$ cat config.mk
export PLATFORM = sky130hd
export DESIGN_NAME = alu_seq
export DESIGN_NICKNAME = d
export VERILOG_FILES = /design/src/rtl/alu_pkg.sv /design/src/rtl/alu_iter_div.sv /design/src/rtl/alu_seq.sv
export SDC_FILE = /design/constraint.sdc
export NUM_CORES = 1
export LEC_CHECK = 0
export CORE_MARGIN = 2
export CORE_UTILIZATION = 65
export CTS_CLUSTER_SIZE = 25
export DETAILED_ROUTE_END_ITERATION = 8
export HOLD_SLACK_MARGIN = 0.12
export PLACE_DENSITY = 0.88
export SLEW_MARGIN = 20
export SYNTH_ARGS = -nofsm -noshare
export SYNTH_HDL_FRONTEND = slang
export SYNTH_SLANG_ARGS = --single-unit
$ cat constraint.sdc
create_clock -name clk -period 8.94 [get_ports clk]
set_input_delay 0.894 -clock clk [delete_from_list [all_inputs] [get_ports clk]]
set_output_delay 0.894 -clock clk [all_outputs]
set_load 0.03 [all_outputs]
$ cat src/rtl/alu_pkg.sv
// Shared types for the sequential MIPS ALU: operation encodings and FSM states.
package alu_pkg;

  typedef enum logic [3:0] {
    OP_ADD   = 4'd0,
    OP_SUB   = 4'd1,
    OP_ABS   = 4'd2,
    OP_PASS  = 4'd3,
    OP_AND   = 4'd4,
    OP_OR    = 4'd5,
    OP_XOR   = 4'd6,
    OP_SLT   = 4'd7,
    OP_MULTU = 4'd8,
    OP_DIVU  = 4'd9
  } alu_op_e;

  typedef enum logic [1:0] {
    IDLE = 2'd0,
    MUL  = 2'd1,
    DIV  = 2'd2,
    DONE = 2'd3
  } alu_state_e;

endpackage

$ cat src/rtl/alu_iter_div.sv
// Restoring unsigned divider, one quotient bit per clock, WIDTH iterations.
// done_o is high during the final iteration; quot_o/rem_o carry that iteration's result.
module alu_iter_div #(
  parameter int WIDTH = 32
) (
  input  logic             clk,
  input  logic             rst,
  input  logic             start_i,
  input  logic [WIDTH-1:0] dividend_i,
  input  logic [WIDTH-1:0] divisor_i,
  output logic             done_o,
  output logic [WIDTH-1:0] quot_o,
  output logic [WIDTH-1:0] rem_o
);

  localparam int CNT_W = $clog2(WIDTH) + 1;

  logic             run_q, run_d;
  logic [CNT_W-1:0] cnt_q, cnt_d;
  logic [WIDTH-1:0] rem_q, rem_d;
  logic [WIDTH-1:0] quo_q, quo_d;
  logic [WIDTH-1:0] dvs_q, dvs_d;
  logic [WIDTH:0]   shifted, diff;
  logic [WIDTH-1:0] rem_step, quo_step;
  logic             last;

  always_comb begin
    shifted = {rem_q, quo_q[WIDTH-1]};
    diff    = shifted - {1'b0, dvs_q};
    // A clear borrow bit means the partial remainder covers the divisor.
    if (!diff[WIDTH]) begin
      rem_step = diff[WIDTH-1:0];
      quo_step = {quo_q[WIDTH-2:0], 1'b1};
    end else begin
      rem_step = shifted[WIDTH-1:0];
      quo_step = {quo_q[WIDTH-2:0], 1'b0};
    end
    last = run_q && (cnt_q == CNT_W'(WIDTH-1));

    run_d = run_q;
    cnt_d = cnt_q;
    rem_d = rem_q;
    quo_d = quo_q;
    dvs_d = dvs_q;
    if (start_i) begin
      run_d = 1'b1;
      cnt_d = '0;
      rem_d = '0;
      quo_d = dividend_i;
      dvs_d = divisor_i;
    end else if (run_q) begin
      cnt_d = cnt_q + 1'b1;
      rem_d = rem_step;
      quo_d = quo_step;
      if (last) run_d = 1'b0;
    end
  end

  always_ff @(posedge clk or posedge rst) begin
    if (rst) begin
      run_q <= 1'b0;
      cnt_q <= '0;
      rem_q <= '0;
      quo_q <= '0;
      dvs_q <= '0;
    end else begin
      run_q <= run_d;
      cnt_q <= cnt_d;
      rem_q <= rem_d;
      quo_q <= quo_d;
      dvs_q <= dvs_d;
    end
  end

  assign done_o = last;
  assign quot_o = quo_step;
  assign rem_o  = rem_step;

endmodule

$ cat src/rtl/alu_seq.sv
// Registered MIPS ALU with iterative MULTU/DIVU and a valid/ready handshake.
// ALU_SEQ_DIV_EN adds the restoring divider; without it DIVU returns 0/0 with ovf set.
//
// state | meaning
// IDLE  | waiting for an operation
// MUL   | shift-add multiply, one multiplier bit per cycle
// DIV   | restoring divide running in alu_iter_div
// DONE  | result valid, held until out_ready
module alu_seq
  import alu_pkg::*;
#(
  parameter int WIDTH = 32
) (
  input  logic             clk,
  input  logic             rst,
  input  logic             in_valid,
  output logic             in_ready,
  input  logic [3:0]       op,
  input  logic [WIDTH-1:0] a,
  input  logic [WIDTH-1:0] b,
  output logic             out_valid,
  input  logic             out_ready,
  output logic [WIDTH-1:0] result_lo,
  output logic [WIDTH-1:0] result_hi,
  output logic             zero,
  output logic             ovf,
  output logic             busy
);

  localparam int CNT_W = $clog2(WIDTH) + 1;
  localparam logic [WIDTH-1:0] MSB_ONLY = {1'b1, {(WIDTH-1){1'b0}}};

  alu_state_e       state_q, state_d;
  logic [CNT_W-1:0] cnt_q, cnt_d;
  logic [WIDTH-1:0] mcand_q, mcand_d;
  logic [WIDTH-1:0] mhi_q, mhi_d;
  logic [WIDTH-1:0] mlo_q, mlo_d;
  logic [WIDTH-1:0] lo_q, lo_d;
  logic [WIDTH-1:0] hi_q, hi_d;
  logic             zero_q, zero_d;
  logic             ovf_q, ovf_d;
  logic             out_valid_q, busy_q;

  logic             accept;
  logic [WIDTH-1:0] sum, dif, sc_lo;
  logic             sc_ovf;
  logic [WIDTH:0]   mul_sum;
  logic [WIDTH-1:0] mul_hi_nx, mul_lo_nx;

`ifdef ALU_SEQ_DIV_EN
  logic             div_start, div_done;
  logic [WIDTH-1:0] div_quot, div_rem;

  alu_iter_div #(.WIDTH(WIDTH)) u_div (
    .clk        (clk),
    .rst        (rst),
    .start_i    (div_start),
    .dividend_i (a),
    .divisor_i  (b),
    .done_o     (div_done),
    .quot_o     (div_quot),
    .rem_o      (div_rem)
  );
`endif

  assign in_ready = (state_q == IDLE) || (state_q == DONE && out_ready);
  assign accept   = in_valid && in_ready;

  always_comb begin
    sum    = a + b;
    dif    = a - b;
    sc_lo  = sum;
    sc_ovf = (a[WIDTH-1] == b[WIDTH-1]) && (sum[WIDTH-1] != a[WIDTH-1]);
    case (op)
      OP_SUB: begin
        sc_lo  = dif;
        sc_ovf = (a[WIDTH-1] != b[WIDTH-1]) && (dif[WIDTH-1] != a[WIDTH-1]);
      end
      OP_ABS: begin
        sc_lo  = a[WIDTH-1] ? (~a + 1'b1) : a;
        sc_ovf = (a == MSB_ONLY);
      end
      OP_PASS: begin sc_lo = a;     sc_ovf = 1'b0; end
      OP_AND:  begin sc_lo = a & b; sc_ovf = 1'b0; end
      OP_OR:   begin sc_lo = a | b; sc_ovf = 1'b0; end
      OP_XOR:  begin sc_lo = a ^ b; sc_ovf = 1'b0; end
      OP_SLT:  begin sc_lo = {{(WIDTH-1){1'b0}}, (a < b)}; sc_ovf = 1'b0; end
      default: ;
    endcase
  end

  // Product shifts right through {mhi, mlo}; mlo starts as the multiplier.
  assign mul_sum   = {1'b0, mhi_q} + (mlo_q[0] ? {1'b0, mcand_q} : '0);
  assign mul_hi_nx = mul_sum[WIDTH:1];
  assign mul_lo_nx = {mul_sum[0], mlo_q[WIDTH-1:1]};

  always_comb begin
    state_d = state_q;
    cnt_d   = cnt_q;
    mcand_d = mcand_q;
    mhi_d   = mhi_q;
    mlo_d   = mlo_q;
    lo_d    = lo_q;
    hi_d    = hi_q;
    zero_d  = zero_q;
    ovf_d   = ovf_q;
`ifdef ALU_SEQ_DIV_EN
    div_start = 1'b0;
`endif
    case (state_q)
      IDLE, DONE: begin
        if (state_q == DONE && out_ready && !in_valid) state_d = IDLE;
        if (accept) begin
          if (op == OP_MULTU) begin
            state_d = MUL;
            cnt_d   = '0;
            mcand_d = a;
            mhi_d   = '0;
            mlo_d   = b;
          end else if (op == OP_DIVU) begin
`ifdef ALU_SEQ_DIV_EN
            if (b != '0) begin
              state_d   = DIV;
              div_start = 1'b1;
            end else begin
              state_d = DONE;
              lo_d    = '1;
              hi_d    = a;
              zero_d  = 1'b0;
              ovf_d   = 1'b1;
            end
`else
            state_d = DONE;
            lo_d    = '0;
            hi_d    = '0;
            zero_d  = 1'b1;
            ovf_d   = 1'b1;
`endif
          end else begin
            state_d = DONE;
            lo_d    = sc_lo;
            hi_d    = '0;
            zero_d  = (sc_lo == '0);
            ovf_d   = sc_ovf;
          end
        end
      end
      MUL: begin
        mhi_d = mul_hi_nx;
        mlo_d = mul_lo_nx;
        cnt_d = cnt_q + 1'b1;
        if (cnt_q == CNT_W'(WIDTH-1)) begin
          state_d = DONE;
          lo_d    = mul_lo_nx;
          hi_d    = mul_hi_nx;
          zero_d  = (mul_lo_nx == '0);
          ovf_d   = 1'b0;
        end
      end
      DIV: begin
`ifdef ALU_SEQ_DIV_EN
        if (div_done) begin
          state_d = DONE;
          lo_d    = div_quot;
          hi_d    = div_rem;
          zero_d  = (div_quot == '0);
          ovf_d   = 1'b0;
        end
`else
        state_d = IDLE;
`endif
      end
      default: state_d = IDLE;
    endcase
  end

  always_ff @(posedge clk or posedge rst) begin
    if (rst) begin
      state_q     <= IDLE;
      cnt_q       <= '0;
      mcand_q     <= '0;
      mhi_q       <= '0;
      mlo_q       <= '0;
      lo_q        <= '0;
      hi_q        <= '0;
      zero_q      <= 1'b0;
      ovf_q       <= 1'b0;
      out_valid_q <= 1'b0;
      busy_q      <= 1'b0;
    end else begin
      state_q     <= state_d;
      cnt_q       <= cnt_d;
      mcand_q     <= mcand_d;
      mhi_q       <= mhi_d;
      mlo_q       <= mlo_d;
      lo_q        <= lo_d;
      hi_q        <= hi_d;
      zero_q      <= zero_d;
      ovf_q       <= ovf_d;
      out_valid_q <= (state_d == DONE);
      busy_q      <= (state_d == MUL) || (state_d == DIV);
    end
  end

  assign out_valid = out_valid_q;
  assign busy      = busy_q;
  assign result_lo = lo_q;
  assign result_hi = hi_q;
  assign zero      = zero_q;
  assign ovf       = ovf_q;

endmodule
==> results of run 1 <==
-- path summary, 6_finish.rpt --
path / startpoint / end / slack (ns) / depth (start not counted)
worst min-delay path: result_lo[14] / result_lo[14] / 0.48 / 2
worst max register to register: mlo_q[0] / mhi_q[24] / 4.25 / 14
max in group asynchronous: rst / mcand_q[31] / 6.52 / 3
worst max-delay path: op[2] / zero / 3.12 / 13
min in group asynchronous: rst / mhi_q[23] / 1.01 / 2
worst min register to register: result_lo[14] / result_lo[14] / 0.48 / 2
-- per-layer routing --
metal,wire (um),part of all wire,global-route usage,vias up
met5,11,0.00018,0,-
met4,3370,0.056,0.219,2
met3,8120,0.14,0.120,290
met2,25900,0.43,0.701,1382
met1,22600,0.38,0.606,8155
li1,-,-,-,7520
-- kinds of logic (layout without fill, tap and decap cells) --
group	Yosys count	count (layout)	synth area share
AO/OA/AOI/OAI	680	680	0.278
XOR/XNOR	53	53	0.0292
adder cells (fa/ha/maj)	137	137	0.109
buffers and inverters	232	311	0.0614
flip-flops	172	172	0.271
multiplexers	72	72	0.0484
AND/OR/NAND/NOR	671	671	0.204
-- power groups by stage --
| stage | registers (uW) | clock network [uW] | logic [uW] |
|---|---|---|---|
| finish | 1350 | 717 | 2530 |
| detailed placement | 1340 | 0 | 2420 |
| global placement | 1330 | 0 | 2340 |
| CTS | 1340 | 714 | 2450 |
| floorplan | 1460 | 0 | 1460 |
| global route | 1370 | 748 | 2690 |
-- cell usage after synthesis, types with 30 or more instances --
library cell,instances,area (um^2)
nand2_1,223,837
a21oi_1,161,806
a21o_1,32,240
ha_1,134,1680
nor3_1,39,195
mux2_2,39,439
nor4_1,30,188
nand3_1,31,155
and2_1,46,288
inv_1,112,420
clkbuf_1,95,357
o21ai_0,181,906
dfrtp_1,172,4300
nor2_1,158,593
mux2i_1,33,330
xnor2_1,45,394
-- layout by cell type (no fill, tap or decap), drive strengths merged, types with 21 or more instances in the layout --
master / netlist / final
inv: 113 / 116
nand2b: 29 / 29
mux2i: 33 / 33
a21o: 32 / 32
mux2: 39 / 39
and2: 46 / 46
ha: 134 / 134
a221oi: 22 / 22
o21ai: 184 / 184
a211oi: 29 / 29
o22ai: 22 / 22
clkdlybuf4s50: 0 / 138
nor3: 39 / 39
nand2: 223 / 223
nand3: 32 / 32
a31oi: 22 / 22
o211ai: 29 / 29
nor4: 30 / 30
dfrtp: 172 / 172
xnor2: 45 / 45
nor2: 158 / 158
buf: 15 / 26
clkbuf: 101 / 21
a21oi: 161 / 161
-- critical path, cell delays in order --
cell and delay (ns):
clkdlybuf4s50_1 0.45, buf_4 0.35, clkinv_1 0.69, a21oi_2 0.80, nor2_1 0.11, a211o_1 0.29
a21oi_1 0.46, o2111ai_1 0.24, nor4_1 0.64, nand4_1 0.30, nor4_1 0.47, nand4_1 0.22
o22ai_1 0.20
-- flip-flops by register name, indices dropped and copies added (netlist names) --
| register | cells |
|---|---|
| result_hi | 32 |
| mlo_q | 32 |
| ovf | 1 |
| mcand_q | 32 |
| result_lo | 32 |
| busy | 1 |
| mhi_q | 32 |
| zero | 1 |
| out_valid | 1 |
| cnt_q | 6 |
| state_q | 2 |
-- stage by stage --
step | power [uW] | instances | area, um^2 | setup WS (ns) | utilization
6_report | 4590 | 2420 | 18000 | 3.12 | 0.743
2_1_floorplan | 2920 | 2017 | 15900 | 3.39 | -
5_1_grt | 4810 | 2420 | 18000 | 3.28 | 0.743
3_5_place_dp | 3760 | 2388 | 17400 | 3.17 | 0.719
3_3_place_gp | 3670 | 2388 | 17400 | 3.11 | 0.719
4_1_cts | 4500 | 2420 | 18000 | 3.62 | 0.743
-- final cells by class --
| type | count | area, um^2 | share of cell area |
|---|---|---|---|
| repair buffers | 164 | 1580 | 0.0877 |
| flip-flops and latches | 172 | 4300 | 0.240 |
| well taps | 324 | 405 | 0.0226 |
| clock buffers | 21 | 450 | 0.0251 |
| clock inverters | 11 | 110 | 0.00613 |
| multi-input cells | 1613 | 10700 | 0.594 |
| inverters | 115 | 437 | 0.0243 |
==> metrics.txt, run 1 <==
status=complete, no violations; total clock buffers created by CTS=17; async set-reset flop share out of synthesis=1.00; Int Pwr=~2400 uW; Die Wd=about 160 um; Detail Route Antenna Nets=0; Initial DRC Count=about 2700; top fanout value on the critical path=31; synthesized area per cell=slightly below 8 um^2; DP HPWL=~44 mm; Finish-stage setup viols=0; Max-Cap Viols=0; Skew-Pair Late Insertion Delay=between 0.4 and 0.5 ns; H-tree Lvls=4; initial antenna violation count=1; cell area after synthesis=15900 um^2; combinational share of power=0.550; GR Util All Layers=0.458; layout cells sized above 1=0.0644; CTS tree=done; Most used DFF post-synth=dfrtp_1; I/O Pins=about 140; Tmin final=5.82 ns; Nets=roughly 2300; FF+latch count, synth=about 170; wirelength, routed=60.0 mm; IO Port Bufs=140; Rows=57; fmax=~0.17 GHz; Critical Path Sink Type=flop; Fill cells=1820; # clock sinks=around 170; Die ar.=between 20000 and 30000 um^2; DRT Pass-1 Iters=8; crit path launch type=input port; Mapped Cells=2017; routed len/inst=roughly 25 um; # Post-CTS Setup Buffers=0; Layout area overhead=12.9%; Hold-fix buffers, CTS=0; DRC viols=0; syn nets=between 2000 and 2500; Switch Pwr=2220 uW; clock slew at reported path FFs=approximately 0.07 ns; Reg power frac=0.294; clock share of power=0.156; Worst Path Arrival=6.18 ns; Yosys warnings=0; root buffer cell=clkbuf_16; EDFF count, synth=0; Period Utilization, post-route=0.651; Net Sw Frac=0.483; ANT cells=0; Hold Path Class=reg2reg; CTS Buffer Depth=2; CP Class=in2reg; Die H=about 160 um; Leakage=~0.0079 uW; vias in the first global route=approximately 16000; largest net degree at the start of global routing=around 110; Sum Neg Setup Slack=0 ns; gr ovfl total=0; worst slew pin tran=between 1 and 1.5 ns; initial core utilization=0.658; skew final=0.0159 ns; Slew HR=0.256; post-synthesis sequential area ratio=0.271; via count=between 15000 and 20000; gpl congestion=between 1 and 1.5; data required time of the worst path=roughly 9.3 ns; WHS=just under 0.5 ns; Core Region=approximately 24000 um^2; Final Hold Viols=0; PD cells=256 nW/um^2; unrepaired setup endpoints after global routing=no; Cell variety after synth=80; vias per cell=between 7 and 8; peak supply drop=about 230 uV; cts repair resizes=0; Final Slew Violations=0; first-pass GRT wire length=approximately 90 mm
Note: power is estimated with default switching activity, not from simulation.
==> inputs of run 2 (changes only) <==
- CORE_UTILIZATION: 65 -> 54
- PLACE_DENSITY: 0.88 -> 0.78
- clock period: 8.94 -> 5.1 ns (I/O delays scaled with it)
==> run 2 against run 1 <==
Compared with the run above: count of clock-buffer cells in the layout shrank 1; sequential cell count stayed put; first-iteration DRC count down 16%; final cell count is 7.6% higher; critical endpoint is now result_lo[31].
==> metrics.txt, run 2 (synthesis results as in run 1) <==
Worst Path Arrival=between 4 and 5 ns; design area=19000 um^2; WHS=0.478 ns; Hold Path Class=reg2reg; layout cells sized above 1=0.116; routed len/inst=~25 um; worst slew pin tran=between 0.9 and 1 ns; initial antenna violation count=1; via count=about 18000; Die ar.=between 30000 and 40000 um^2; DRC viols=0; r2r setup slk=0.82 ns; Initial DRC Count=between 2000 and 2500; # clock sinks=172; CTS tree=done; clock slew at reported path FFs=0.07 ns; first-pass GRT wire length=98.9 mm; Rows=62; Final Hold Viols=0; Tmin final=between 4 and 5 ns; CTS Buffer Depth=2; H-tree Lvls=4; Leakage=about 0.0086 uW; # Post-CTS Setup Buffers=0; Sum Neg Setup Slack=0 ns; skew final=roughly 0.012 ns; vias in the first global route=around 17000; top fanout value on the critical path=8; Skew-Pair Late Insertion Delay=0.44 ns; initial core utilization=0.551; crit-path cells=clkdlybuf4s50_1 -> inv_1 -> ha_1 -> inv_1 -> a2111oi_0 -> buf_4 -> a211oi_1 -> buf_4 -> o211ai_1 -> a2111o_1 -> o21ai_0 -> buf_4 -> nand2b_1 -> and3_1 -> a2bb2oi_1 -> o21ai_0 -> mux2_2; Pwr Total=about 8300 uW; Slew HR=0.368; slowest stage cell on the critical path=clkdlybuf4s50_1; CP Class=in2reg; gr ovfl total=0; Hold-fix buffers, CTS=0; Die H=between 150 and 200 um; status=complete, no violations; Placed Area=18400 um^2; hold path start=result_hi[3]; largest stage delay on the critical path=approximately 0.66 ns; CP startpoint=a[4]; Final Slew Violations=0; Reg-to-Reg End=mhi_q[24]; crit path launch type=input port; Nets=approximately 2400; CP endpoint=result_lo[31]; wirelength, routed=about 65 mm; Period Utilization, post-route=0.897; largest net degree at the start of global routing=~140; r2r worst-path depth=14; PD cells=435 nW/um^2; cts repair resizes=0; post-route core utilization=0.660; Critical Path Sink Type=flop; root buffer cell=clkbuf_16; Core Region=around 29000 um^2; Layout area overhead=19.7%; DRT Pass-1 Iters=6; data required time of the worst path=5.42 ns; Fill cells=2438; gpl congestion=between 1 and 1.5; unrepaired setup endpoints after global routing=no; peak supply drop=approximately 290 uV; I/O Pins=between 100 and 150; IO Port Bufs=between 100 and 150; ANT cells=0; Max-Cap Viols=0; fmax=about 0.22 GHz; DP HPWL=49.8 mm; most common cell after layout, fill and taps aside=nand2_1; Die Wd=roughly 180 um; r2r startpoint=mlo_q[0]; total clock buffers created by CTS=17; Detail Route Antenna Nets=0; vias per cell=a little under 7; most frequent cells in the layout=nand2_1, o21ai_0, dfrtp_1; cell seen most often among critical-path stages=buf_4; Finish-stage setup viols=0; GR Util All Layers=0.418
## run 2: changes by cell type in the layout (fill, tap and decap cells not counted), sizes merged
cell           change
buf              +122
clkinvlp           -2
bufinv             +1
clkbuf             -1
clkdlybuf4s50      +1
clkinv             +1
inv                +1
## run 2: worst min-delay path by stage
stage / endpoint / slack, ns / cells past startpoint
2_1_floorplan: mhi_q[6] / 0.45 / 2
3_3_place_gp: result_hi[14] / 0.46 / 2
3_5_place_dp: mhi_q[6] / 0.47 / 2
4_1_cts: result_hi[3] / 0.48 / 2
5_1_grt: result_lo[16] / 0.51 / 1
6_report: result_hi[3] / 0.48 / 2
## run 2: layout make-up
| type | count | area (um^2) | area share |
|---|---|---|---|
| clock inverter | 12 | 153 | 0.00802 |
| inverter | 115 | 435 | 0.0229 |
| multi-input combinational | 1613 | 10700 | 0.561 |
| timing repair buffer | 287 | 2520 | 0.133 |
| sequential | 172 | 4300 | 0.226 |
| clock buffer | 20 | 467 | 0.0245 |
| tap | 384 | 480 | 0.0252 |
## run 2: layer usage
metal  vias up  part of all wire  global-route usage
met4         0             0.042               0.172
met1      8411              0.41               0.577
li1       7759                 -                   -
met3       216              0.11              0.0777
met2      1176              0.44               0.645
met5         -                 0                   0
## run 2: worst max-delay path: cells and delay by family
family | cells | cell delay, ns
adders and majority gates | 1 | 0.44
muxes | 1 | 0.27
buffers and inverters | 6 | 1.60
AOI/OAI and AO/OA | 7 | 1.73
and+or+nand+nor | 2 | 0.34
## run 2: through the flow
| step | setup WS [ns] | instances |
|---|---|---|
| floorplan | 1.28 | 2017 |
| global placement | 0.234 | 2571 |
| detailed placement | 0.280 | 2571 |
| CTS | 0.705 | 2603 |
| global route | 0.375 | 2603 |
| finish | 0.524 | 2603 |
## run 2: power breakdown
part,total [uW],switching [uW],internal [uW]
Combinational,4600,2900,1700
Sequential,2320,421,1900
Clock,1370,591,777
